`src/rtl/alu_operand_seq.sv`:
```
// ---------------------------------------------------------------------------
// alu_operand_seq
//   Operand sequencer and writeback stage for the external combinational
//   16-bit ALU. Holds a small register file, accepts one instruction at a
//   time over INSTR_VALID/INSTR_READY, presents registered operands on
//   A/B/CONTROL, and on the following edge writes the ALU result (Z) back
//   into the register file and latches OF/CC into status registers.
//
//   Instruction word: [15:12] op, [11:9] rd, [8:6] rs, [5:3] rt,
//   [2:0] reserved (ignored). op[3]=1 is an illegal op (no writeback).
//
//   Flow: IDLE --accept--> EXEC --> WB (DONE pulse) --> IDLE
//
// Parameters
//   REG_ADDR_W : register address width (depth = 2**REG_ADDR_W x 16 bit)
//   R0_ZERO    : 1 -> register 0 reads as zero, writes to it are dropped
//
// Ports
//   CLK, RST_N            : clock (rising edge), async active-low reset
//   INSTR_VALID/READY/INSTR : instruction handshake and word
//   LD_EN/LD_ADDR/LD_DATA : external register load (honoured in IDLE only)
//   RD_ADDR/RD_DATA       : combinational debug read port
//   A, B, CONTROL         : registered ALU inputs
//   Z, OF, CC             : ALU outputs (result low/high half, flags)
//   CC_REG, OF_REG        : flags / high half of the last retired legal op
//   DONE                  : one-cycle retire pulse (WB state)
//   BUSY                  : state is not IDLE
//   TRAP                  : sticky illegal-op trap (only with the macro)
//
// Optional feature macro: ALU_SEQ_ILLEGAL_TRAP_EN
//   Defined   -> TRAP port exists; an illegal op sets it on the EXEC edge,
//                and while set the block refuses instructions and loads
//                until reset.
//   Undefined -> illegal ops retire silently and operation continues.
// ---------------------------------------------------------------------------
module alu_operand_seq #(
  parameter int unsigned REG_ADDR_W = 3,
  parameter bit          R0_ZERO    = 1'b1
) (
  input  logic                  CLK,
  input  logic                  RST_N,
  input  logic                  INSTR_VALID,
  output logic                  INSTR_READY,
  input  logic [15:0]           INSTR,
  input  logic                  LD_EN,
  input  logic [REG_ADDR_W-1:0] LD_ADDR,
  input  logic [15:0]           LD_DATA,
  input  logic [REG_ADDR_W-1:0] RD_ADDR,
  output logic [15:0]           RD_DATA,
  output logic [15:0]           A,
  output logic [15:0]           B,
  output logic [3:0]            CONTROL,
  input  logic [15:0]           Z,
  input  logic [15:0]           OF,
  input  logic [2:0]            CC,
  output logic [2:0]            CC_REG,
  output logic [15:0]           OF_REG,
  output logic                  DONE,
  output logic                  BUSY
`ifdef ALU_SEQ_ILLEGAL_TRAP_EN
  ,
  output logic                  TRAP
`endif
);

  localparam int unsigned DEPTH = 2 ** REG_ADDR_W;

  typedef enum logic [1:0] {
    IDLE = 2'd0,
    EXEC = 2'd1,
    WB   = 2'd2
  } state_t;

  state_t                state_q, state_d;
  logic [15:0]           a_q, a_d;
  logic [15:0]           b_q, b_d;
  logic [3:0]            ctrl_q, ctrl_d;
  logic [REG_ADDR_W-1:0] rd_q, rd_d;
  logic [2:0]            cc_q, cc_d;
  logic [15:0]           of_q, of_d;
  logic [15:0]           regs_q [DEPTH];
  logic [15:0]           regs_d [DEPTH];

  logic                  trap_active;
  logic                  accept;

  // Instruction fields, resized to the register address width.
  logic [3:0]            instr_op;
  logic [REG_ADDR_W-1:0] instr_rd;
  logic [REG_ADDR_W-1:0] instr_rs;
  logic [REG_ADDR_W-1:0] instr_rt;
  logic                  unused_reserved;

  assign instr_op        = INSTR[15:12];
  assign instr_rd        = REG_ADDR_W'(INSTR[11:9]);
  assign instr_rs        = REG_ADDR_W'(INSTR[8:6]);
  assign instr_rt        = REG_ADDR_W'(INSTR[5:3]);
  assign unused_reserved = ^INSTR[2:0];

  // Register read with the hard-wired zero register applied.
  function automatic logic [15:0] rf_read(input logic [REG_ADDR_W-1:0] addr);
    if (R0_ZERO && (addr == '0)) begin
      return '0;
    end
    return regs_q[addr];
  endfunction

  function automatic logic rf_writable(input logic [REG_ADDR_W-1:0] addr);
    return !(R0_ZERO && (addr == '0));
  endfunction

`ifdef ALU_SEQ_ILLEGAL_TRAP_EN
  logic trap_q, trap_d;
  assign trap_active = trap_q;
  assign TRAP        = trap_q;
`else
  assign trap_active = 1'b0;
`endif

  // Loads take priority over instructions in IDLE, which is what keeps
  // same-edge reads and writes from ever colliding (no bypass needed).
  assign INSTR_READY = (state_q == IDLE) && !LD_EN && !trap_active;
  assign accept      = INSTR_VALID && INSTR_READY;

  always_comb begin
    state_d = state_q;
    a_d     = a_q;
    b_d     = b_q;
    ctrl_d  = ctrl_q;
    rd_d    = rd_q;
    cc_d    = cc_q;
    of_d    = of_q;
    regs_d  = regs_q;
`ifdef ALU_SEQ_ILLEGAL_TRAP_EN
    trap_d  = trap_q;
`endif

    unique case (state_q)
      IDLE: begin
        if (LD_EN && !trap_active) begin
          if (rf_writable(LD_ADDR)) begin
            regs_d[LD_ADDR] = LD_DATA;
          end
        end else if (accept) begin
          a_d     = rf_read(instr_rs);
          b_d     = rf_read(instr_rt);
          ctrl_d  = instr_op;
          rd_d    = instr_rd;
          state_d = EXEC;
        end
      end

      EXEC: begin
        if (!ctrl_q[3]) begin
          if (rf_writable(rd_q)) begin
            regs_d[rd_q] = Z;
          end
          of_d = OF;
          cc_d = CC;
        end else begin
`ifdef ALU_SEQ_ILLEGAL_TRAP_EN
          trap_d = 1'b1;
`endif
        end
        state_d = WB;
      end

      WB: begin
        state_d = IDLE;
      end

      default: begin
        state_d = IDLE;
      end
    endcase
  end

  always_ff @(posedge CLK or negedge RST_N) begin
    if (!RST_N) begin
      state_q <= IDLE;
      a_q     <= '0;
      b_q     <= '0;
      ctrl_q  <= '0;
      rd_q    <= '0;
      cc_q    <= '0;
      of_q    <= '0;
      regs_q  <= '{default: '0};
`ifdef ALU_SEQ_ILLEGAL_TRAP_EN
      trap_q  <= 1'b0;
`endif
    end else begin
      state_q <= state_d;
      a_q     <= a_d;
      b_q     <= b_d;
      ctrl_q  <= ctrl_d;
      rd_q    <= rd_d;
      cc_q    <= cc_d;
      of_q    <= of_d;
      regs_q  <= regs_d;
`ifdef ALU_SEQ_ILLEGAL_TRAP_EN
      trap_q  <= trap_d;
`endif
    end
  end

  assign A       = a_q;
  assign B       = b_q;
  assign CONTROL = ctrl_q;
  assign CC_REG  = cc_q;
  assign OF_REG  = of_q;
  assign RD_DATA = rf_read(RD_ADDR);
  assign DONE    = (state_q == WB);
  assign BUSY    = (state_q != IDLE);

endmodule

```
`config.mk`:
```
export PLATFORM = sky130hd
export DESIGN_NAME = alu_operand_seq
export DESIGN_NICKNAME = d
export VERILOG_FILES = /design/src/rtl/alu_operand_seq.sv
export SDC_FILE = /design/constraint.sdc
export NUM_CORES = 1
export LEC_CHECK = 0
export BUFFER_PORTS_ARGS = -buffer_cell sky130_fd_sc_hd__buf_2
export CORE_UTILIZATION = 52
export CTS_CLUSTER_SIZE = 30
export DETAILED_ROUTE_END_ITERATION = 12
export PLACE_DENSITY_LB_ADDON = 0.08
export SETUP_SLACK_MARGIN = 0.5
export SYNTH_ARGS = -nofsm -noshare
export SYNTH_HDL_FRONTEND = slang
export SYNTH_SLANG_ARGS = --single-unit
export TNS_END_PERCENT = 50
```
`constraint.sdc`:
```
create_clock -name CLK -period 1.8 [get_ports CLK]
set_input_delay 0.18 -clock CLK [delete_from_list [all_inputs] [get_ports CLK]]
set_output_delay 0.18 -clock CLK [all_outputs]
set_load 0.02 [all_outputs]
```
# Yosys cells after proc, flatten, opt, wreduce, memory -nomap -nowiden
# Index checks and enable logic that the tools add are counted.
[classes]
n_eq_ne = 8
bitwise_logic = 7
muxes = 38
n_lt_le_gt_ge = 7
reduce_logical = 17
[ops]
columns = ["op", "count"]
rows = [
  ["$mux 128", 4],
  ["$bwmux 128", 2],
  ["$pmux 128 s2", 1],
  ["$mux 16", 14],
  ["$bmux 16 s3", 3],
  ["$demux 16 s3", 2],
  ["$ge 4x4->1 const B", 5],
  ["$not 3->4", 5],
  ["$logic_not 3->1", 5],
  ["$ne 2x2->1 const B", 6],
  ["$mux 1", 9],
  ["$lt 4x1->1 const B", 2],
  ["$reduce_and 5->1", 1],
  ["$logic_and 1x1->1", 4],
  ["$mux 2", 2],
  ["$pmux 2 s2", 1],
  ["$reduce_and 2->1", 2],
  ["$reduce_bool 2->1", 2],
  ["$reduce_and 3->1", 1],
  ["$eq 2x1->1 const B", 1],
  ["$eq 2x2->1 const B", 1],
  ["$logic_not 2->1", 1],
  ["$not 1->1", 2],
  ["$logic_not 1->1", 1],
]
[word_totals]
register_bits = 188
in_bits = 77
elab_cells = 92

# Depth between registers and ports, before layout
# Gate-level depths: netlist of the first run.
[logic_depth]
word_depth = 9
depth_mapped = 8
depth_no_buf = 5

# Worst setup path before layout of the first run
# OpenSTA, ideal clock, no wires.
[synth_timing]
kind = "register -> register"
startpoint = "register state_q[1]"
endpoint = "register a_q[0], in the netlist A[0]"
synth_period_minus_slack_ns = 2.135
path_slack_ns = -0.335
path_buffers = 3
t_required_ns = 1.663
arrival_ns = 1.999
path_stages_with_launch = 7
cell_sequence = "dfrtp_1 -> nor3_1 -> and2_1 -> clkbuf_1 -> buf_2 -> buf_1 -> a21oi_1"
[synth_via]
elab_chain_cells = 4
[synth_rtl]
columns = ["element", "line", "text"]
rows = [
  ["start, declared", "74", "state_t state_q, state_d;"],
  ["start signal, assigned", "192", "state_q <= state_d;"],
  ["$logic_not 2->1", "122", "assign INSTR_READY = (state_q == IDLE) && !LD_EN && !trap_active;"],
  ["$logic_and 1x1->1", "122", ""],
  ["net INSTR_READY", "43", "output logic INSTR_READY,"],
  ["$logic_and 1x1->1", "123", "assign accept = INSTR_VALID && INSTR_READY;"],
  ["$reduce_and 3->1 (no line)", "n/a", ""],
  ["end signal, assigned", "181", "a_q <= '0;"],
  ["end signal, assigned", "193", "a_q <= a_d;"],
  ["end, declared", "75", "logic [15:0] a_q, a_d;"],
]
# The timed path passes the listed nets, and every way through them passes these cells.
# A chain may end at the register's enable or synchronous reset.

# Final worst setup path of the first run
[layout_timing]
startpoint = "register rd_q[1]"
endpoint = "register regs_q[54] (netlist bit)"
[layout_via]
elab_chain_cells = 9
elab_cells_between_ends = 13
[layout_rtl]
columns = ["element", "line", "text"]
rows = [
  ["start, declared", "78", "logic [REG_ADDR_W-1:0] rd_q, rd_d;"],
  ["start signal, assigned", "196", "rd_q <= rd_d;"],
  ["$not 3->4 (not written as such)", "156", "regs_d[rd_q] = Z;"],
  ["$ge 4x4->1 (not written as such) / $lt 4x1->1 (equally long branches)", "156", ""],
  ["$logic_and 1x1->1 (not written as such)", "156", ""],
  ["$mux 16 (not written as such)", "156", ""],
  ["$demux 16 s3", "156", ""],
  ["$bwmux 128", "156", ""],
  ["$mux 128", "155", "if (rf_writable(rd_q)) begin"],
  ["$mux 128", "154", "if (!ctrl_q[3]) begin"],
  ["$pmux 128 s2", "138", "unique case (state_q)"],
  ["end signal, assigned", "199", "regs_q <= regs_d;"],
  ["end, declared", "81", "logic [15:0] regs_q [DEPTH];"],
]
# Parallel ways exist; a longest one is shown, timed or not. The select of a mux whose other input is x is not followed.

==> tab_implementation.tex, run 1 <==
\begin{tabular}{lr}
\hline
Metric & Value \\
\hline
\multicolumn{2}{l}{\textbf{Outcome}} \\
\quad Result of the run & finished, violations left \\
\quad Violated checks & setup timing \\
\multicolumn{2}{l}{\textbf{Route}} \\
\quad Drt first-iter violations & 722 \\
\quad Vias & 8,749 \\
\quad Number of nets still failing antenna checks after routing & 0 \\
\quad Sum of routed wire length over all layers & 33.4 mm \\
\quad Count of unresolved DRC violations after routing & 0 \\
\quad Post-DR vias/cell & 6.34 \\
\quad Drt first pass iters & 5 \\
\quad Avg WL per Cell & 24.2 um \\
\multicolumn{2}{l}{\textbf{Setup path}} \\
\quad Slack of the worst reg-to-reg path & -0.13 ns \\
\quad Crit path capture type & flop \\
\quad Buffers \& Inverters on Critical Path & 2 \\
\quad FF-to-FF path depth & 6 \\
\quad Dominant delay contributor by cell family on the critical path & simple AND/OR/NAND/NOR gates \\
\quad Required time reported for the critical path endpoint & 2.11 ns \\
\quad Critical setup path kind & reg2reg \\
\quad CP Launch Type & flop \\
\quad End of the worst register-to-register path & regs\_q[54] \\
\quad Delay of the slowest critical-path stage & 0.39 ns \\
\quad Highest fanout seen on the critical path & 8 \\
\quad Worst-path cell chain & or3\_1, a32o\_2, buf\_6, o21ai\_4, buf\_12, mux2\_2 \\
\quad Arr. time, crit path & 2.24 ns \\
\quad Worst R2R Start & rd\_q[1] \\
\quad Highest-delay cell along the critical path & or3\_1 \\
\multicolumn{2}{l}{\textbf{Placement}} \\
\quad Post-place instance area & 11,700 um\^{}2 \\
\quad Hpwl dp & 21.9 mm \\
\quad Port Buffer Count & 147 \\
\quad Number of cells after detailed placement & 1,271 \\
\quad Placement Setup Slack & -0.110 ns \\
\quad Gpl congestion & 0.970 \\
\multicolumn{2}{l}{\textbf{Final layout}} \\
\quad Area growth from synthesis to layout & 32.3\% \\
\quad Area of combinational cells with multiple inputs & 6100 um\^{}2 \\
\quad Utilization of the core after routing & 70.1\% \\
\quad Filler-free cell count of the finished design & 1,381 \\
\quad Summed area of non-filler cells in the final layout & 13,600 um\^{}2 \\
\quad Number of filler cells placed in the layout & 1,412 \\
\quad Flip-flop and latch area & 4320 um\^{}2 \\
\quad Share of final-layout standard cells stronger than drive strength 1 & 50.5\% \\
\quad Total Nets Final & 1,180 \\
\quad Number of diodes added for antenna fixing & 0 \\
\multicolumn{2}{l}{\textbf{STA}} \\
\quad Shortest clock period the worst path allows after layout & 1.93 ns \\
\quad Final setup margin & -0.130 ns \\
\quad Final Setup Violations & 128 \\
\quad Max Clock Skew & 0.0131 ns \\
\quad Slew of the pin with the lowest slew margin & 0.768 ns \\
\quad Unrepaired setup endpoints after global routing & true \\
\quad Achievable Freq & 518 MHz \\
\quad Final hold violation count & 0 \\
\quad Slew HR & 48.7\% \\
\quad Final setup TNS & -10.06 ns \\
\quad Worst hold slack across all endpoints & 0.0181 ns \\
\quad Final-report max-slew violation count & 0 \\
\quad Share of the cycle needed by the critical path after routing & 107\% \\
\multicolumn{2}{l}{\textbf{Clocking}} \\
\quad Count of clock tree sinks & 172 \\
\quad CTS clk-pin slew, worst paths & 0.07 ns \\
\quad Max Root-Sink Buffers & 2 \\
\quad Num CTS Buffers & 17 \\
\quad Clock tree from TritonCTS & built \\
\quad Skew-Pair Late Insertion Delay & 0.44 ns \\
\quad Clock root buffer master & clkbuf\_16 \\
\quad Max H-tree Level & 4 \\
\multicolumn{2}{l}{\textbf{Die}} \\
\quad Height of the chip & 143 um \\
\quad Die extent in x & 143 um \\
\quad Placeable core region & 19,500 um\^{}2 \\
\quad Number of rows in the core area & 51 \\
\quad Full die area & 20,400 um\^{}2 \\
\quad Initial core utilization & 53.0\% \\
\quad Ports placed on the boundary & 151 \\
\multicolumn{2}{l}{\textbf{Worst hold path}} \\
\quad Worst min-delay path category & in2reg \\
\quad Hold wc startpoint & INSTR\_VALID \\
\quad Count of cells along the worst hold path & 2 \\
\quad Hold Path End & state\_q[0] \\
\multicolumn{2}{l}{\textbf{GRT}} \\
\quad Initial antenna violation count & 0 \\
\quad First-pass GRT wire length & 50.1 mm \\
\quad Gr usage total & 33.3\% \\
\quad Largest net degree at the start of global routing & 48 \\
\quad Number of global-route vias before repair & 8,357 \\
\quad GRT Residual Overflow & 0 \\
\multicolumn{2}{l}{\textbf{Power}} \\
\quad Cell area power density & 947 nW/um\^{}2 \\
\quad Clock share of power & 30.2\% \\
\quad Psw & 4.31 mW \\
\quad Internal Dissipation & 8.61 mW \\
\quad Sw Ratio & 33.4\% \\
\quad Share of total power in combinational logic & 30.4\% \\
\quad Largest vdd supply drop & 0.752 mV \\
\quad Flop pwr share & 39.5\% \\
\quad Leakage power & 6.23 nW \\
\quad Power after layout & 12.9 mW \\
\multicolumn{2}{l}{\textbf{Logic synthesis}} \\
\quad Combined area of all synthesized cells & 10,300 um\^{}2 \\
\quad Part of the Yosys area used for sequential elements & 41.7\% \\
\quad Share of Yosys cell area claimed by the top area cell type & 41.7\% \\
\quad Most frequent cell after synthesis & mux2\_2 \\
\quad Biggest area contributors in the synthesized netlist & dfrtp\_1 42\%, mux2\_2 19\%, mux4\_2 7.6\%, o2bb2ai\_1 5.4\%, o22ai\_1 3.7\% \\
\quad Number of enable-type register cells in the synthesized netlist & 0 \\
\quad Cells after Synth & 878 \\
\quad Synth cell types & 45 \\
\quad Cell type contributing the most total cell area after synthesis & dfrtp\_1 \\
\quad Average instance area after synthesis & 11.7 um\^{}2 \\
\quad Number of warning messages in the yosys log & 0 \\
\quad Share of synthesized flip-flops with an asynchronous set or reset & 100\% \\
\quad Number of nets produced by synthesis & 955 \\
\quad Synthesis-stage register bit count & 172 \\
\quad Top cells by instance count after synthesis & 174 x mux2\_2, 172 x dfrtp\_1, 67 x nand2\_1, 64 x o2bb2ai\_1, 61 x o22ai\_1 \\
\quad Flip-flop cell with the highest count after synthesis & dfrtp\_1 \\
\multicolumn{2}{l}{\textbf{Job}} \\
\quad Max-cap violation count & 0 \\
\hline
\end{tabular}
-- per-layer routing --
metal | up-vias | GRT usage [%] | share of wire, %
met5 | - | 2.01 | 0.15
met4 | 2 | 7.70 | 1.1
met3 | 42 | 12.0 | 13
met2 | 517 | 45.5 | 42
met1 | 4323 | 49.4 | 44
li1 | 3865 | - | -
-- cells by family (layout without fill, tap and decap cells) --
logic type             Yosys count  in the layout  synth area share [%]
AOI/OAI and AO/OA              247            247                  17.6
muxes                          247            247                  30.8
DFF                            172            172                  41.7
and+or+nand+nor                128            128                  6.00
buffers and inverters           84            322                  3.85
-- registers in the layout (all words and copies together) (netlist names) --
register and flops:
A 16, B 16, CC_REG 3, CONTROL 4, OF_REG 16, rd_q 3, regs_q 112, state_q 2
-- timing repair --
action | 4_1_cts | 5_1_grt
hold buffers | 27 | 0
gates cloned | 2 | 2
endpoints found under the setup margin | 189 | 189
pin swaps | 8 | 3
resized for setup | 132 | 58
setup buffers | 33 | 14
endpoints found under the hold margin | 68 | 0
-- power groups by stage --
| stage | Sequential, mW | Combinational, mW | Clock (mW) |
|---|---|---|---|
| 2_1_floorplan | 5.34 | 1.72 | 0 |
| 3_3_place_gp | 5.12 | 3.13 | 0 |
| 3_5_place_dp | 5.15 | 3.18 | 0 |
| 4_1_cts | 5.05 | 3.71 | 3.93 |
| 5_1_grt | 5.16 | 4.17 | 4.09 |
| 6_report | 5.10 | 3.92 | 3.89 |
-- worst register-to-register path, cell delays in order, from the launching register on --
cell and delay, ns:
dfrtp_1 0.37, or3_1 0.39, a32o_2 0.27, buf_6 0.15, o21ai_4 0.12, buf_12 0.18, mux2_2 0.34
-- cell type report --
type	count	share of cell area [%]
Timing Repair Buffer	288	16.6
Clock buffer	19	3.25
Sequential cell	172	31.7
Clock inverter	13	1.28
Inverter	2	0.0550
Tap cell	265	2.43
Multi-Input combinational cell	622	44.7
-- placed cells by master (no fill, tap or decap), types with 2 or more instances in the layout --
cell	count
dfrtp_1	157
buf_2	132
mux2_4	107
buf_4	92
mux2_2	78
o2bb2ai_1	64
nand2_1	61
o22ai_1	61
mux4_2	35
a22oi_1	31
mux2i_1	27
dlygate4sd3_1	27
nor2_1	26
clkbuf_16	20
buf_12	19
o21a_1	18
o211ai_1	17
dfrtp_2	15
a21oi_1	14
buf_6	14
a221oi_1	13
o21ai_2	11
nor2b_1	6
o21ai_1	6
nand2_2	6
o21ai_4	4
nand3b_1	4
nand2b_1	4
inv_6	4
or3b_2	3
inv_8	3
nor3_2	2
or3_1	2
nor3b_4	2
a32oi_1	2
a31oi_1	2
and2_0	2
bufinv_16	2
clkinv_8	2
-- worst max path at each step --
| stage | from | end | cells after the start |
|---|---|---|---|
| after global routing | rd_q[1] | regs_q[25] | 6 |
| after floorplan | rd_q[1] | regs_q[101] | 8 |
| after detailed placement | rd_q[1] | regs_q[60] | 6 |
| after CTS | rd_q[1] | regs_q[54] | 6 |
| after global placement | state_q[1] | regs_q[13] | 7 |
| final | rd_q[1] | regs_q[54] | 6 |
No activity file was read; power rests on OpenSTA's default activity.
==> run 2, diff against run 1 <==
Settings changed: BUFFER_PORTS_ARGS -buffer_cell sky130_fd_sc_hd__buf_2 to -buffer_cell sky130_fd_sc_hd__clkbuf_2.
==> run 2 against run 1 <==
- the flow still finishes with violations (setup timing)
- final area is 2.8% higher
- clock power is 5% lower
- highest routed layer unchanged
- sequential share of layout area fell by 0.92 points
- largest cell class unchanged
- worst hold slack gained 0.016 ns
- power increased by 0.65%
==> tab_implementation.tex, run 2 (synthesized netlist as in run 1, its figures left out) <==
\begin{tabular}{lr}
\hline
Metric & Value \\
\hline
\multicolumn{2}{l}{\textbf{Final layout}} \\
\quad Total Nets Final & 1,190 \\
\quad Number of filler cells placed in the layout & 1,375 \\
\quad Flip-flop count of the largest register after layout & 112 \\
\quad Commonest non-fill, non-tap cell in the layout & dfrtp\_1 \\
\quad Register with the highest flop count & regs\_q \\
\quad Area growth from synthesis to layout & 36.0\% \\
\quad Area of combinational cells with multiple inputs & 6330 um\^{}2 \\
\quad Filler-free cell count of the finished design & 1,392 \\
\quad Share of final-layout standard cells stronger than drive strength 1 & 52.3\% \\
\quad Commonest cells after routing, fill and taps aside & 163 x dfrtp\_1, 130 x mux2\_4, 129 x clkbuf\_2 \\
\quad Flip-flop and latch area & 4320 um\^{}2 \\
\multicolumn{2}{l}{\textbf{Setup path}} \\
\quad Buffers \& Inverters on Critical Path & 1 \\
\quad Delay of the slowest critical-path stage & 0.50 ns \\
\quad Critical setup path kind & reg2out \\
\quad Crit path capture type & primary output \\
\quad Highest fanout seen on the critical path & 3 \\
\quad Required time reported for the critical path endpoint & 1.62 ns \\
\quad CP Launch Type & flop \\
\quad Worst-path cell chain & mux4\_2, nand2\_2, o21ai\_4, buf\_8 \\
\quad Arr. time, crit path & 1.76 ns \\
\quad Slack of the worst reg-to-reg path & -0.13 ns \\
\quad Dominant delay contributor by cell family on the critical path & multiplexers \\
\quad Highest-delay cell along the critical path & mux4\_2 \\
\multicolumn{2}{l}{\textbf{Clocking}} \\
\quad CTS clk-pin slew, worst paths & 0.08 ns \\
\quad Count of clock tree sinks & 172 \\
\quad Clock tree from TritonCTS & built \\
\quad Clock root buffer master & clkbuf\_16 \\
\quad Num CTS Buffers & 17 \\
\quad Max H-tree Level & 4 \\
\quad Max Root-Sink Buffers & 2 \\
\quad Skew-Pair Late Insertion Delay & 0.45 ns \\
\multicolumn{2}{l}{\textbf{GRT}} \\
\quad First-pass GRT wire length & 51.6 mm \\
\quad GRT Residual Overflow & 0 \\
\quad GRT Max-Usage Layer & met1 \\
\quad Global routing met1 resource utilization & 50.7\% \\
\quad Number of global-route vias before repair & 8,532 \\
\quad Grt met2 use & 48.5\% \\
\quad Met3 track utilization from global routing & 13.0\% \\
\quad Largest net degree at the start of global routing & 41 \\
\quad Initial antenna violation count & 2 \\
\quad Gr usage total & 34.7\% \\
\multicolumn{2}{l}{\textbf{Route}} \\
\quad Sum of routed wire length over all layers & 35.6 mm \\
\quad Number of nets still failing antenna checks after routing & 0 \\
\quad Drt first pass iters & 5 \\
\quad Vias & 9,117 \\
\quad Avg WL per Cell & 25.6 um \\
\quad Count of unresolved DRC violations after routing & 0 \\
\quad Drt first-iter violations & 1,019 \\
\quad Post-DR vias/cell & 6.55 \\
\multicolumn{2}{l}{\textbf{STA}} \\
\quad Final Setup Violations & 120 \\
\quad Final-report max-slew violation count & 0 \\
\quad Shortest clock period the worst path allows after layout & 1.94 ns \\
\quad Final hold violation count & 0 \\
\quad Share of the cycle needed by the critical path after routing & 108\% \\
\quad Slew of the pin with the lowest slew margin & 0.811 ns \\
\quad Achievable Freq & 514 MHz \\
\quad Slew HR & 45.8\% \\
\quad Unrepaired setup endpoints after global routing & true \\
\quad Worst hold slack across all endpoints & 0.0340 ns \\
\quad Final setup margin & -0.144 ns \\
\quad Max Clock Skew & 0.0146 ns \\
\multicolumn{2}{l}{\textbf{Power}} \\
\quad Largest vdd supply drop & 0.736 mV \\
\quad Cell area power density & 927 nW/um\^{}2 \\
\quad Leakage power & 6.45 nW \\
\multicolumn{2}{l}{\textbf{Die}} \\
\quad Full die area & 20,400 um\^{}2 \\
\quad Ports placed on the boundary & 151 \\
\quad Placeable core region & 19,500 um\^{}2 \\
\quad Die extent in x & 143 um \\
\quad Initial core utilization & 53.0\% \\
\quad Number of rows in the core area & 51 \\
\quad Height of the chip & 143 um \\
\multicolumn{2}{l}{\textbf{Job}} \\
\quad Max-cap violation count & 0 \\
\multicolumn{2}{l}{\textbf{Outcome}} \\
\quad Result of the run & finished, violations left \\
\quad Violated checks & setup timing \\
\multicolumn{2}{l}{\textbf{Placement}} \\
\quad Hpwl dp & 21.8 mm \\
\quad Gpl congestion & 0.920 \\
\quad Port Buffer Count & 147 \\
\quad Number of cells after detailed placement & 1,269 \\
\multicolumn{2}{l}{\textbf{Worst hold path}} \\
\quad Worst min-delay path category & in2reg \\
\hline
\end{tabular}
run 2: worst reg2reg max path: cells and delay by family, from the launching register on:
kind | cells | cell delay (ns)
simple gates | 1 | 0.38
compound gates | 2 | 0.38
flops | 1 | 0.37
mux | 1 | 0.34
buf+inv | 2 | 0.34
run 2: final cells by class:
class                           instances  area share [%]
Antenna cell                            1          0.0178
Clock buffer                           17            3.03
Clock inverter                         15            1.24
Inverter                                2          0.0535
Multi-Input combinational cell        622            45.2
Sequential cell                       172            30.8
Tap cell                              265            2.36
Timing Repair Buffer                  298            17.4
run 2: stage by stage:
step	power [mW]	setup slack [ns]	TNS (ns)	area [um^2]	util, %
floorplan	7.06	-0.152	-13.04	10400	-
CTS	12.6	-0.103	-9.54	13400	69.0
finish	13.0	-0.144	-9.72	14000	72.1
global placement	8.26	-0.0711	-5.99	11700	60.1
detailed placement	8.35	-0.0865	-7.33	11700	60.1
global route	13.5	-0.158	-13.67	14000	72.0
run 2: report_power, final:
| part | internal [mW] | switching, mW |
|---|---|---|
| Sequential | 4.50 | 0.636 |
| Combinational | 2.06 | 2.09 |
| Clock | 1.87 | 1.84 |
run 2: repair_timing:
| item | CTS | global route |
|---|---|---|
| resized for setup | 151 | 104 |
| pin swaps | 35 | 8 |
| hold endpoints to repair | 161 | 0 |
| endpoints found under the setup margin | 189 | 189 |
| hold buffers | 27 | 0 |
| buffers inserted | 46 | 10 |
| gates cloned | 1 | 6 |
run 2: path summary, 6_finish.rpt:
check / from / cells past startpoint / endpoint
setup / recovery: regs_q[44] / 4 / RD_DATA[12]
hold / removal: INSTR_VALID / 2 / state_q[0]
setup reg to reg: rd_q[0] / 6 / regs_q[62]
hold reg to reg: B[15] / 1 / B[15]
max in group asynchronous: RST_N / 3 / regs_q[11]
min in group asynchronous: RST_N / 2 / regs_q[51]
run 2: layer usage:
metal | up-vias | share of wire, %
met1 | 4513 | 43
li1 | 3897 | -
met5 | - | 0.19
met4 | 4 | 1.8
met3 | 83 | 13
met2 | 620 | 41
